## src/rtl/angle_scheduler.sv

```systemverilog
// Crank-angle event scheduler: interpolates engine angle between crank teeth and drives a
// timed output pulse when the interpolated angle reaches a configured start angle.
module angle_scheduler (
   input  logic        clk,
   input  logic        rst_n,
   input  logic        trigger_i,
   input  logic        synced_i,
   input  logic [15:0] eng_phase_i,
   input  logic [31:0] tooth_period_i,
   input  logic [15:0] next_tooth_length_deg_i,
   input  logic        enable_i,
   input  logic [15:0] cycle_deg_i,
   input  logic [15:0] start_deg_i,
   input  logic [31:0] duration_i,
   output logic        out_o,
   output logic [15:0] angle_now_o,
   output logic        armed_o,
   output logic        cfg_err_o,
   output logic        sync_lost_o
);

   localparam logic [1:0] StIdle   = 2'd0;
   localparam logic [1:0] StArmed  = 2'd1;
   localparam logic [1:0] StActive = 2'd2;

   logic        trig_q;

   // Interpolation state
   logic [15:0] angle_q, angle_d;
   logic [15:0] deg_in_tooth_q, deg_in_tooth_d;
   logic [31:0] sub_cnt_q, sub_cnt_d;
   logic [15:0] tooth_deg_q, tooth_deg_d;
   logic [31:0] tpd_q, tpd_d;

   // Restoring divider state
   logic        div_busy_q, div_busy_d;
   logic [5:0]  div_cnt_q, div_cnt_d;
   logic [15:0] div_rem_q, div_rem_d;
   logic [31:0] div_quo_q, div_quo_d;
   logic [15:0] div_den_q, div_den_d;

   // Event FSM state
   logic [1:0]  state_q, state_d;
   logic        out_q, out_d;
   logic [31:0] dur_cnt_q, dur_cnt_d;
   logic        hit_ok_q, hit_ok_d;
   logic        sync_lost_q, sync_lost_d;

   logic        cfg_err;
   logic [16:0] div_shift;
   logic        div_ge;
   logic [15:0] div_diff;
   logic [31:0] div_quo_nxt;
   logic        sub_last;
   logic        angle_wrap;
   logic [15:0] angle_inc;
   logic        deg_room;
   logic        hit;

   assign cfg_err = (cycle_deg_i == 16'd0) || (start_deg_i >= cycle_deg_i);

   // One quotient bit per cycle; the remainder is always below the divisor, so 16 bits hold it.
   assign div_shift   = {div_rem_q, div_quo_q[31]};
   assign div_ge      = (div_shift >= {1'b0, div_den_q});
   assign div_diff    = div_shift[15:0] - div_den_q;
   assign div_quo_nxt = {div_quo_q[30:0], div_ge};

   always_comb begin
      div_busy_d = div_busy_q;
      div_cnt_d  = div_cnt_q;
      div_rem_d  = div_rem_q;
      div_quo_d  = div_quo_q;
      div_den_d  = div_den_q;
      tpd_d      = tpd_q;
      if (!synced_i) begin
         div_busy_d = 1'b0;
         div_cnt_d  = 6'd0;
         tpd_d      = 32'd0;
      end else if (trig_q) begin
         // A new tooth aborts any divide in flight and restarts with fresh operands.
         div_busy_d = 1'b1;
         div_cnt_d  = 6'd32;
         div_rem_d  = 16'd0;
         div_quo_d  = tooth_period_i;
         div_den_d  = tooth_deg_q;
      end else if (div_busy_q) begin
         div_rem_d = div_ge ? div_diff : div_shift[15:0];
         div_quo_d = div_quo_nxt;
         div_cnt_d = div_cnt_q - 6'd1;
         if (div_cnt_q == 6'd1) begin
            div_busy_d = 1'b0;
            if (div_den_q == 16'd0) begin
               tpd_d = 32'd0;
            end else if (div_quo_nxt == 32'd0) begin
               tpd_d = 32'd1;
            end else begin
               tpd_d = div_quo_nxt;
            end
         end
      end
   end

   assign sub_last   = (sub_cnt_q >= tpd_q - 32'd1);
   assign angle_wrap = (({1'b0, angle_q} + 17'd1) >= {1'b0, cycle_deg_i});
   assign angle_inc  = angle_wrap ? 16'd0 : angle_q + 16'd1;
   // Caps interpolation at the last degree of the current tooth.
   assign deg_room   = (({1'b0, deg_in_tooth_q} + 17'd1) < {1'b0, tooth_deg_q});

   always_comb begin
      angle_d        = angle_q;
      deg_in_tooth_d = deg_in_tooth_q;
      sub_cnt_d      = sub_cnt_q;
      tooth_deg_d    = tooth_deg_q;
      if (!synced_i) begin
         deg_in_tooth_d = 16'd0;
         sub_cnt_d      = 32'd0;
         tooth_deg_d    = 16'd0;
      end else if (trig_q) begin
         angle_d        = eng_phase_i;
         deg_in_tooth_d = 16'd0;
         sub_cnt_d      = 32'd0;
         tooth_deg_d    = next_tooth_length_deg_i;
      end else if (tpd_q != 32'd0) begin
         if (sub_last) begin
            sub_cnt_d = 32'd0;
            if (deg_room) begin
               deg_in_tooth_d = deg_in_tooth_q + 16'd1;
               angle_d        = angle_inc;
            end
         end else begin
            sub_cnt_d = sub_cnt_q + 32'd1;
         end
      end
   end

   // hit_ok re-opens only once the angle has moved off start_deg, giving one event per pass.
   assign hit = (angle_q == start_deg_i) && hit_ok_q;

   always_comb begin
      state_d     = state_q;
      out_d       = out_q;
      dur_cnt_d   = dur_cnt_q;
      sync_lost_d = 1'b0;
      hit_ok_d    = (angle_q != start_deg_i) ? 1'b1 : hit_ok_q;
      if (!synced_i || !enable_i || cfg_err) begin
         state_d     = StIdle;
         out_d       = 1'b0;
         dur_cnt_d   = 32'd0;
         sync_lost_d = !synced_i && (state_q != StIdle);
      end else begin
         case (state_q)
            StIdle: begin
               state_d = StArmed;
               out_d   = 1'b0;
            end
            StArmed: begin
               out_d = 1'b0;
               if (hit) begin
                  hit_ok_d = 1'b0;
                  if (duration_i != 32'd0) begin
                     state_d   = StActive;
                     out_d     = 1'b1;
                     dur_cnt_d = duration_i;
                  end
               end
            end
            StActive: begin
               if (dur_cnt_q <= 32'd1) begin
                  state_d   = StArmed;
                  out_d     = 1'b0;
                  dur_cnt_d = 32'd0;
               end else begin
                  out_d     = 1'b1;
                  dur_cnt_d = dur_cnt_q - 32'd1;
               end
            end
            default: begin
               state_d = StIdle;
               out_d   = 1'b0;
            end
         endcase
      end
   end

   always_ff @(posedge clk or negedge rst_n) begin
      if (!rst_n) begin
         trig_q         <= 1'b0;
         angle_q        <= 16'd0;
         deg_in_tooth_q <= 16'd0;
         sub_cnt_q      <= 32'd0;
         tooth_deg_q    <= 16'd0;
         tpd_q          <= 32'd0;
         div_busy_q     <= 1'b0;
         div_cnt_q      <= 6'd0;
         div_rem_q      <= 16'd0;
         div_quo_q      <= 32'd0;
         div_den_q      <= 16'd0;
         state_q        <= StIdle;
         out_q          <= 1'b0;
         dur_cnt_q      <= 32'd0;
         hit_ok_q       <= 1'b0;
         sync_lost_q    <= 1'b0;
      end else begin
         trig_q         <= trigger_i;
         angle_q        <= angle_d;
         deg_in_tooth_q <= deg_in_tooth_d;
         sub_cnt_q      <= sub_cnt_d;
         tooth_deg_q    <= tooth_deg_d;
         tpd_q          <= tpd_d;
         div_busy_q     <= div_busy_d;
         div_cnt_q      <= div_cnt_d;
         div_rem_q      <= div_rem_d;
         div_quo_q      <= div_quo_d;
         div_den_q      <= div_den_d;
         state_q        <= state_d;
         out_q          <= out_d;
         dur_cnt_q      <= dur_cnt_d;
         hit_ok_q       <= hit_ok_d;
         sync_lost_q    <= sync_lost_d;
      end
   end

   assign out_o       = out_q;
   assign angle_now_o = angle_q;
   assign armed_o     = (state_q == StArmed);
   assign cfg_err_o   = cfg_err;
   assign sync_lost_o = sync_lost_q;

endmodule

```

## config.mk

```make
export PLATFORM = sky130hd
export DESIGN_NAME = angle_scheduler
export DESIGN_NICKNAME = d
export VERILOG_FILES = /design/src/rtl/angle_scheduler.sv
export SDC_FILE = /design/constraint.sdc
export NUM_CORES = 1
export LEC_CHECK = 0
export BUFFER_PORTS_ARGS = -buffer_cell sky130_fd_sc_hd__buf_2
export CAP_MARGIN = 20
export CELL_PAD_IN_SITES_DETAIL_PLACEMENT = 1
export CELL_PAD_IN_SITES_GLOBAL_PLACEMENT = 1
export CORE_MARGIN = 1.5
export CORE_UTILIZATION = 46
export CTS_BUF_LIST = sky130_fd_sc_hd__clkbuf_16
export CTS_CLUSTER_DIAMETER = 80
export DETAILED_ROUTE_END_ITERATION = 8
export HOLD_SLACK_MARGIN = 0.15
export PLACE_DENSITY_LB_ADDON = 0.1
export SYNTH_ARGS = -nofsm -noshare
export SYNTH_HDL_FRONTEND = slang
export SYNTH_SLANG_ARGS = --single-unit
```

## constraint.sdc

```tcl
create_clock -name clk -period 5.3 [get_ports clk]
set_input_delay 0.53 -clock clk [delete_from_list [all_inputs] [get_ports clk]]
set_output_delay 0.53 -clock clk [all_outputs]
set_load 0.05 [all_outputs]
```

==> results of run 1 <==
stage by stage:
step           setup WS [ns]  hold slack (ns)  utilization, %  instances  instance area (um^2)
6_report               0.386            0.208            53.5       2193                 16900
5_1_grt               0.0704            0.208            53.5       2191                 16900
4_1_cts                0.109            0.192            53.2       2186                 16800
3_5_place_dp           0.139            0.481            50.5       2136                 16000
3_3_place_gp           0.401            0.472            50.5       2136                 16000
2_1_floorplan          0.913            0.234               -       1646                 14800
critical path, delay by kind of cell, from the launching register on:
| family | cells | cell delay [ns] |
|---|---|---|
| simple gates | 11 | 3.09 |
| fa+ha+maj | 1 | 0.31 |
| xor+xnor | 1 | 0.17 |
| flops | 1 | 0.41 |
| compound gates | 2 | 0.86 |
registers in the layout, indices dropped and copies added (netlist names), 2 cells and up:
register and cells:
sub_cnt_q 32, div_quo_q 32, div_rem_q 16, tpd_q 32, div_den_q 16, angle_now_o 16
dur_cnt_q 32, tooth_deg_q 16, deg_in_tooth_q 16, div_cnt_q 6, state_q 2
cells in the final DEF, fill, tap and decap left out, drive strengths merged, types with 8 or more instances in the layout:
| cell | instances |
|---|---|
| nand3 | 63 |
| or3 | 8 |
| a32oi | 15 |
| o2bb2ai | 14 |
| ha | 108 |
| buf | 171 |
| a211oi | 11 |
| o211ai | 19 |
| nor3 | 47 |
| nand4 | 29 |
| and2 | 19 |
| nor2 | 110 |
| xor2 | 48 |
| clkbuf | 28 |
| xnor2 | 55 |
| a21o | 21 |
| mux2i | 59 |
| nand2 | 129 |
| a21oi | 47 |
| or4 | 15 |
| clkinv | 12 |
| nand3b | 18 |
| o21a | 12 |
| o22ai | 9 |
| o21ai | 120 |
| a31oi | 43 |
| and3 | 31 |
| nor2b | 9 |
| inv | 100 |
| nor4 | 47 |
| dfrtp | 221 |
| a22oi | 20 |
| nand2b | 12 |
| a22o | 38 |
path summary, 6_finish.rpt:
path | end | depth (start not counted)
max | angle_now_o[5]$_DFFE_PN0P_ | 15
min | angle_now_o[11]$_DFFE_PN0P_ | 3
max reg2reg | angle_now_o[5]$_DFFE_PN0P_ | 15
min reg2reg | dur_cnt_q[23]$_DFFE_PN0P_ | 1
max in group asynchronous | deg_in_tooth_q[2]$_DFFE_PN0P_ | 3
min in group asynchronous | div_rem_q[4]$_DFFE_PN0P_ | 2
routing by layer:
layer | part of all wire, % | routed length, um | vias up | track usage, %
li1 | - | - | 6332 | -
met1 | 46 | 20700 | 6698 | 36.2
met2 | 47 | 21300 | 315 | 47.0
met3 | 4.7 | 2130 | 70 | 4.29
met4 | 1.9 | 862 | 10 | 5.95
met5 | 0.14 | 61 | - | 0
cell type report:
class | count | area (um^2)
inverter | 94 | 353
clock inverter | 20 | 160
multi-input combinational | 1251 | 8690
fill | 3660 | 14700
timing repair buffer | 173 | 986
antenna | 4 | 10.0
clock buffer | 28 | 701
tap | 402 | 503
sequential | 221 | 5530
report_power, final:
group | leakage [nW] | total [W] | internal [W] | switching (W)
clock network | 0.443 | 0.00182 | 0.00105 | 0.000769
logic | 4.71 | 0.00172 | 0.000699 | 0.00102
registers | 2.96 | 0.00203 | 0.00183 | 0.000204
kinds of logic (layout without fill, tap and decap cells):
logic type / after synthesis / count (layout) / synth area share (%)
adder cells (fa/ha/maj): 109 / 109 / 9.25
buffers and inverters: 175 / 315 / 4.64
AND/OR/NAND/NOR: 559 / 559 / 19.3
other: 0 / 4 / 0
flip-flops: 221 / 221 / 37.3
AO/OA/AOI/OAI: 419 / 420 / 19.4
XOR/XNOR: 103 / 103 / 6.08
multiplexers: 60 / 60 / 4.06
repair_timing:
action                                  CTS  global route
hold endpoints to repair                 84             0
resized for setup                         0             4
endpoints found under the setup margin    0            28
hold buffers                              2             0
==> reports/summary.txt, run 1 <==
status - finished clean
final net count - 2011
first-pass GRT wire length - 74100 um
H-tree depth - 1
largest area contributor in the netlist - dfrtp_1
CP Capture Type - register
Mapped Area - 0.0148 mm^2
Setup TNS - 0 ns
WP data required - 5.78 ns
Synth Register Bits - 221
share of layout cells above drive strength 1 - 13.3%
P_leak - 8.11 nW
largest net degree at the start of global routing - 86
die width - 183 um
clk slew on worst S/H paths - 0.06 ns
Post-synth EDFFs - 0
Area Growth Syn to Fin - 14.2%
total die area - 0.0333 mm^2
Final ANT Viol Nets - 0
vias - 13425
fin crit share - 92.7%
routed wire length - 45100 um
final setup vio count - 0
Rel. slew slack - 28.3%
grt total ovfl - 0
Critical Path Fanout Max - 16
Hold Path Class - in -> reg
RD Place Congestion - 0.888
CTS sink count - 221
CP Class - reg -> reg
clock skew - 0.00826 ns
Clock Latency Late Sink - 0.55 ns
sequential fraction of the synthesis area - 37.3%
Cell variety after synth - 77
cell row count - 65
drt via density - 6.12
r2r setup slk - 0.39 ns
dpl hpwl - 32700 um
DRC violations left - 0
clock root cell - clkbuf_16
reg2reg start - tpd_q[5]$_DFFE_PN0P_
Port Buffers - 152
count leader, synth - dfrtp_1
Core Box Area - 0.0316 mm^2
Slowest cell on crit path - or4_1
Initial DRC Count - 662
Max Buffers Root-to-Sink - 3
CTS tree - built
Slew Viols, Final - 0
Startpoint Class - register
drt wl/cell - 20.6 um
power per cell area - 329 mW/mm^2
Peak VDD IR - 0.293 mV
Yosys warnings - 0
final hold violations - 0
crit path from - tpd_q[5]$_DFFE_PN0P_
top-area cell type share of the netlist area - 37.3%
top cells by area, synth - dfrtp_1 (37%), ha_1 (9.1%), mux2i_1 (4.0%)
worst hold start - eng_phase_i[11]
number of CTS-inserted buffers - 28
crit path DAT - 5.40 ns
GRT Util Overall - 27.3%
initial antenna violation count - 9
Die H - 183 um
Mapped Nets - 1888
TritonRoute pass-1 iters - 4
top cells by count, synth - dfrtp_1 (221), nand2_1 (129), o21ai_0 (116)
vias in the first global route - 14193
ys async rst share - 100%
Post-Syn Instances - 1646
critical path cell sequence - or4_1 -> nor3_2 -> nand3_1 -> nor2_1 -> nand2_1 -> nor2_1 -> nand2_1 -> xor2_1 -> ha_1 -> nand4_1 -> or2_2 -> o221ai_4 -> o21ai_2 -> or4_1 -> nand3_1
MaxCap Viol Count - 0
total power draw - 0.00557 W
Worst Tran Pin Value - 1.07 ns
Fmax achieved - 204 MHz
RSZ-0062 raised after global routing - false
Syn Area/Cell - 9.01 um^2
initial core utilization - 46.9%
crit path time final - 4.91 ns
ys flop type - dfrtp_1
I/O pin count - 153
postcts setup bufs - 0
slowest cell delay on critical path - 0.60 ns
Note: power is estimated with default switching activity, not from simulation.
==> inputs of run 2 (changes only) <==
--- a/config.mk
+++ b/config.mk
@@ -5,12 +5,13 @@
 export SDC_FILE = /design/constraint.sdc
 export NUM_CORES = 1
 export LEC_CHECK = 0
+export ABC_AREA = 1
 export BUFFER_PORTS_ARGS = -buffer_cell sky130_fd_sc_hd__buf_2
 export CAP_MARGIN = 20
 export CELL_PAD_IN_SITES_DETAIL_PLACEMENT = 1
 export CELL_PAD_IN_SITES_GLOBAL_PLACEMENT = 1
 export CORE_MARGIN = 1.5
-export CORE_UTILIZATION = 46
+export CORE_UTILIZATION = 44
 export CTS_BUF_LIST = sky130_fd_sc_hd__clkbuf_16
 export CTS_CLUSTER_DIAMETER = 80
 export DETAILED_ROUTE_END_ITERATION = 8
==> run 2 against run 1 <==
  * Sequential power is essentially flat
  * Critical path depth is 6 higher
  * Count of clock-buffer cells in the layout up 1
  * Via count grew 21%
  * Combinational power grew 34%
  * Power increased by 13%
  * Worst hold slack better by 0.0044 ns
  * Setup slack improved by 0.52 ns
  * Global-route usage increased by 0.25 points
  * Cell area rose by 10%
  * Flip-flop and latch count did not move
  * Core utilization shrank 3.0 points
==> reports/summary.txt, run 2 <==
GRT Util Overall - 27.6%
grt total ovfl - 0
Worst Path Buf+Inv - 4
CTS tree - built
power per cell area - 336 mW/mm^2
largest net degree at the start of global routing - 124
setup slack after layout - 0.904 ns
share of layout cells above drive strength 1 - 10.5%
drt via density - 5.44
CP Class - reg -> reg
final core occ - 50.6%
first-pass GRT wire length - 87500 um
Port Buffers - 152
Rel. slew slack - 32.9%
Fmax achieved - 227 MHz
CP Capture Type - register
Finished Layout Cells - 2980
Peak VDD IR - 0.259 mV
Die H - 197 um
number of CTS-inserted buffers - 29
clock root cell - clkbuf_16
H-tree depth - 1
total power draw - 0.00627 W
final net count - 2691
Post-synth EDFFs - 0
Clock Latency Late Sink - 0.57 ns
RSZ-0062 raised after global routing - false
Worst Tran Pin Value - 1.00 ns
commonest non-fill, non-tap cell in the layout - nand2_1
status - finished clean
final hold violations - 0
Mapped Area - 0.0166 mm^2
cell row count - 70
slowest cell delay on critical path - 0.67 ns
Core Box Area - 0.0369 mm^2
Yosys warnings - 0
Area Growth Syn to Fin - 12.6%
placed insts - 2920
top cells by count, synth - nand2_1 (560), inv_1 (290), nor2_1 (222)
Setup TNS - 0 ns
MaxCap Viol Count - 0
Slowest cell on crit path - nand4_1
Initial DRC Count - 667
pre-CTS setup slack - 0.964 ns
final setup vio count - 0
clk slew on worst S/H paths - 0.05 ns
WP data required - 5.74 ns
ys flop type - dfrtp_1
initial antenna violation count - 6
count leader, synth - nand2_1
total die area - 0.0388 mm^2
Startpoint Class - register
Critical Path Fanout Max - 16
die width - 197 um
top-area cell type share of the netlist area - 33.4%
largest area contributor in the netlist - dfrtp_1
Slew Viols, Final - 0
ys async rst share - 100%
CTS sink count - 221
Mapped Nets - 2580
initial core utilization - 44.9%
Post-Syn Instances - 2338
crit path DAT - 4.84 ns
drt wl/cell - 17.7 um
Final ANT Viol Nets - 0
Max Buffers Root-to-Sink - 3
commonest non-fill, non-tap cells in the layout - nand2_1 (559), inv_1 (295), nor2_1 (221), dfrtp_1 (220), nand3_1 (190)
RD Place Congestion - 0.909
cell family with most CP delay - simple AND/OR/NAND/NOR gates
clock skew - 0.0113 ns
vias in the first global route - 17072
vias - 16218
sequential fraction of the synthesis area - 33.4%
P_leak - 9.52 nW
Cell variety after synth - 48
Synth Register Bits - 221
I/O pin count - 153
routed wire length - 52700 um
TritonRoute pass-1 iters - 5
top cells by area, synth - dfrtp_1 (33%), nand2_1 (13%), ha_1 (8.2%)
critical path cell sequence - inv_1 -> ha_1 -> inv_1 -> nor2_2 -> inv_1 -> nor2_2 -> nand3_1 -> nor4_2 -> nand2_2 -> nor2_1 -> nand2_1 -> a21oi_1 -> ha_1 -> nand2_1 -> nor2_1 -> nand2_1 -> inv_1 -> a21oi_1 -> nand4_1 -> nand4_1 -> nand2_1
Hold Path Class - in -> reg
fin crit share - 82.9%
Post-CTS Resized - 0
dpl hpwl - 39500 um
DRC violations left - 0
crit path time final - 4.40 ns
Syn Area/Cell - 7.08 um^2
-- run 2: cell count changes after synthesis, moves of 49 or more --
cell / change
nand2_1: +431
inv_1: +196
nand3_1: +127
nor2_1: +113
nand4_1: +62
mux2i_1: -59
o211ai_1: +49
-- run 2: layout make-up --
class,instances,area (um^2)
tap,504,631
timing repair buffer,166,893
clock buffer,29,726
sequential,221,5530
fill,4835,18200
multi-input combinational,1731,9530
clock inverter,24,203
inverter,300,1130
antenna,5,12.5
-- run 2: tightest hold or removal path: cells and delay by family --
kind	cells	cell delay (ns)
compound gates	1	0.07
buf+inv	1	0.08
simple gates	1	0.06
-- run 2: power breakdown --
group          switching (W)  internal (W)  leakage [nW]
sequential          0.000158       0.00186          2.93
combinational        0.00154      0.000766          6.12
clock               0.000803       0.00114         0.468
total                0.00250       0.00377          9.52
-- run 2: cell families (layout without fill, tap and decap cells) --
family                     count (synthesis)  count (layout)  synth area share, %
AOI/OAI and AO/OA                        319             319                 11.3
xor gates and xnor gates                 111             111                 5.87
adders and majority gates                109             109                 8.28
buffers and inverters                    386             519                 9.16
DFF                                      221             221                 33.4
other                                      0               5                    0
and+or+nand+nor                         1192            1192                 32.0
-- run 2: final timing paths --
kind	start	cells after the start	to	slack (ns)
max in group asynchronous	rst_n	3	dur_cnt_q[19]$_DFFE_PN0P_	3.49
hold reg to reg	hit_ok_q$_DFF_PN0_	1	hit_ok_q$_DFF_PN0_	0.49
hold / removal	next_tooth_length_deg_i[9]	3	tooth_deg_q[9]$_DFFE_PN0P_	0.21
setup reg to reg	tpd_q[0]$_DFFE_PN0P_	21	deg_in_tooth_q[0]$_DFFE_PN0P_	0.90
setup / recovery	tpd_q[0]$_DFFE_PN0P_	21	deg_in_tooth_q[0]$_DFFE_PN0P_	0.90
min in group asynchronous	rst_n	2	div_rem_q[8]$_DFFE_PN0P_	0.62
-- run 2: through the flow --
step / area [um^2] / hold WS [ns]
6_report: 18600 / 0.213
3_5_place_dp: 17700 / 0.480
2_1_floorplan: 16600 / 0.234
5_1_grt: 18600 / 0.208
3_3_place_gp: 17700 / 0.463
4_1_cts: 18600 / 0.189
-- run 2: per-layer routing --
layer  up-vias  routed length (um)  part of all wire, %  global-route usage [%]
met1      7924               24000                   46                    36.4
li1       7963                   -                    -                       -
met3        73                1810                  3.4                    2.83
met4         2                1200                  2.3                    7.52
met5         -                   9                0.017                       0
met2       256               25700                   49                    48.1
-- run 2: timing repair --
item / CTS / global route
hold buffers: 2 / 0
endpoints found under the hold margin: 99 / 0
buffers inserted: 0 / 0
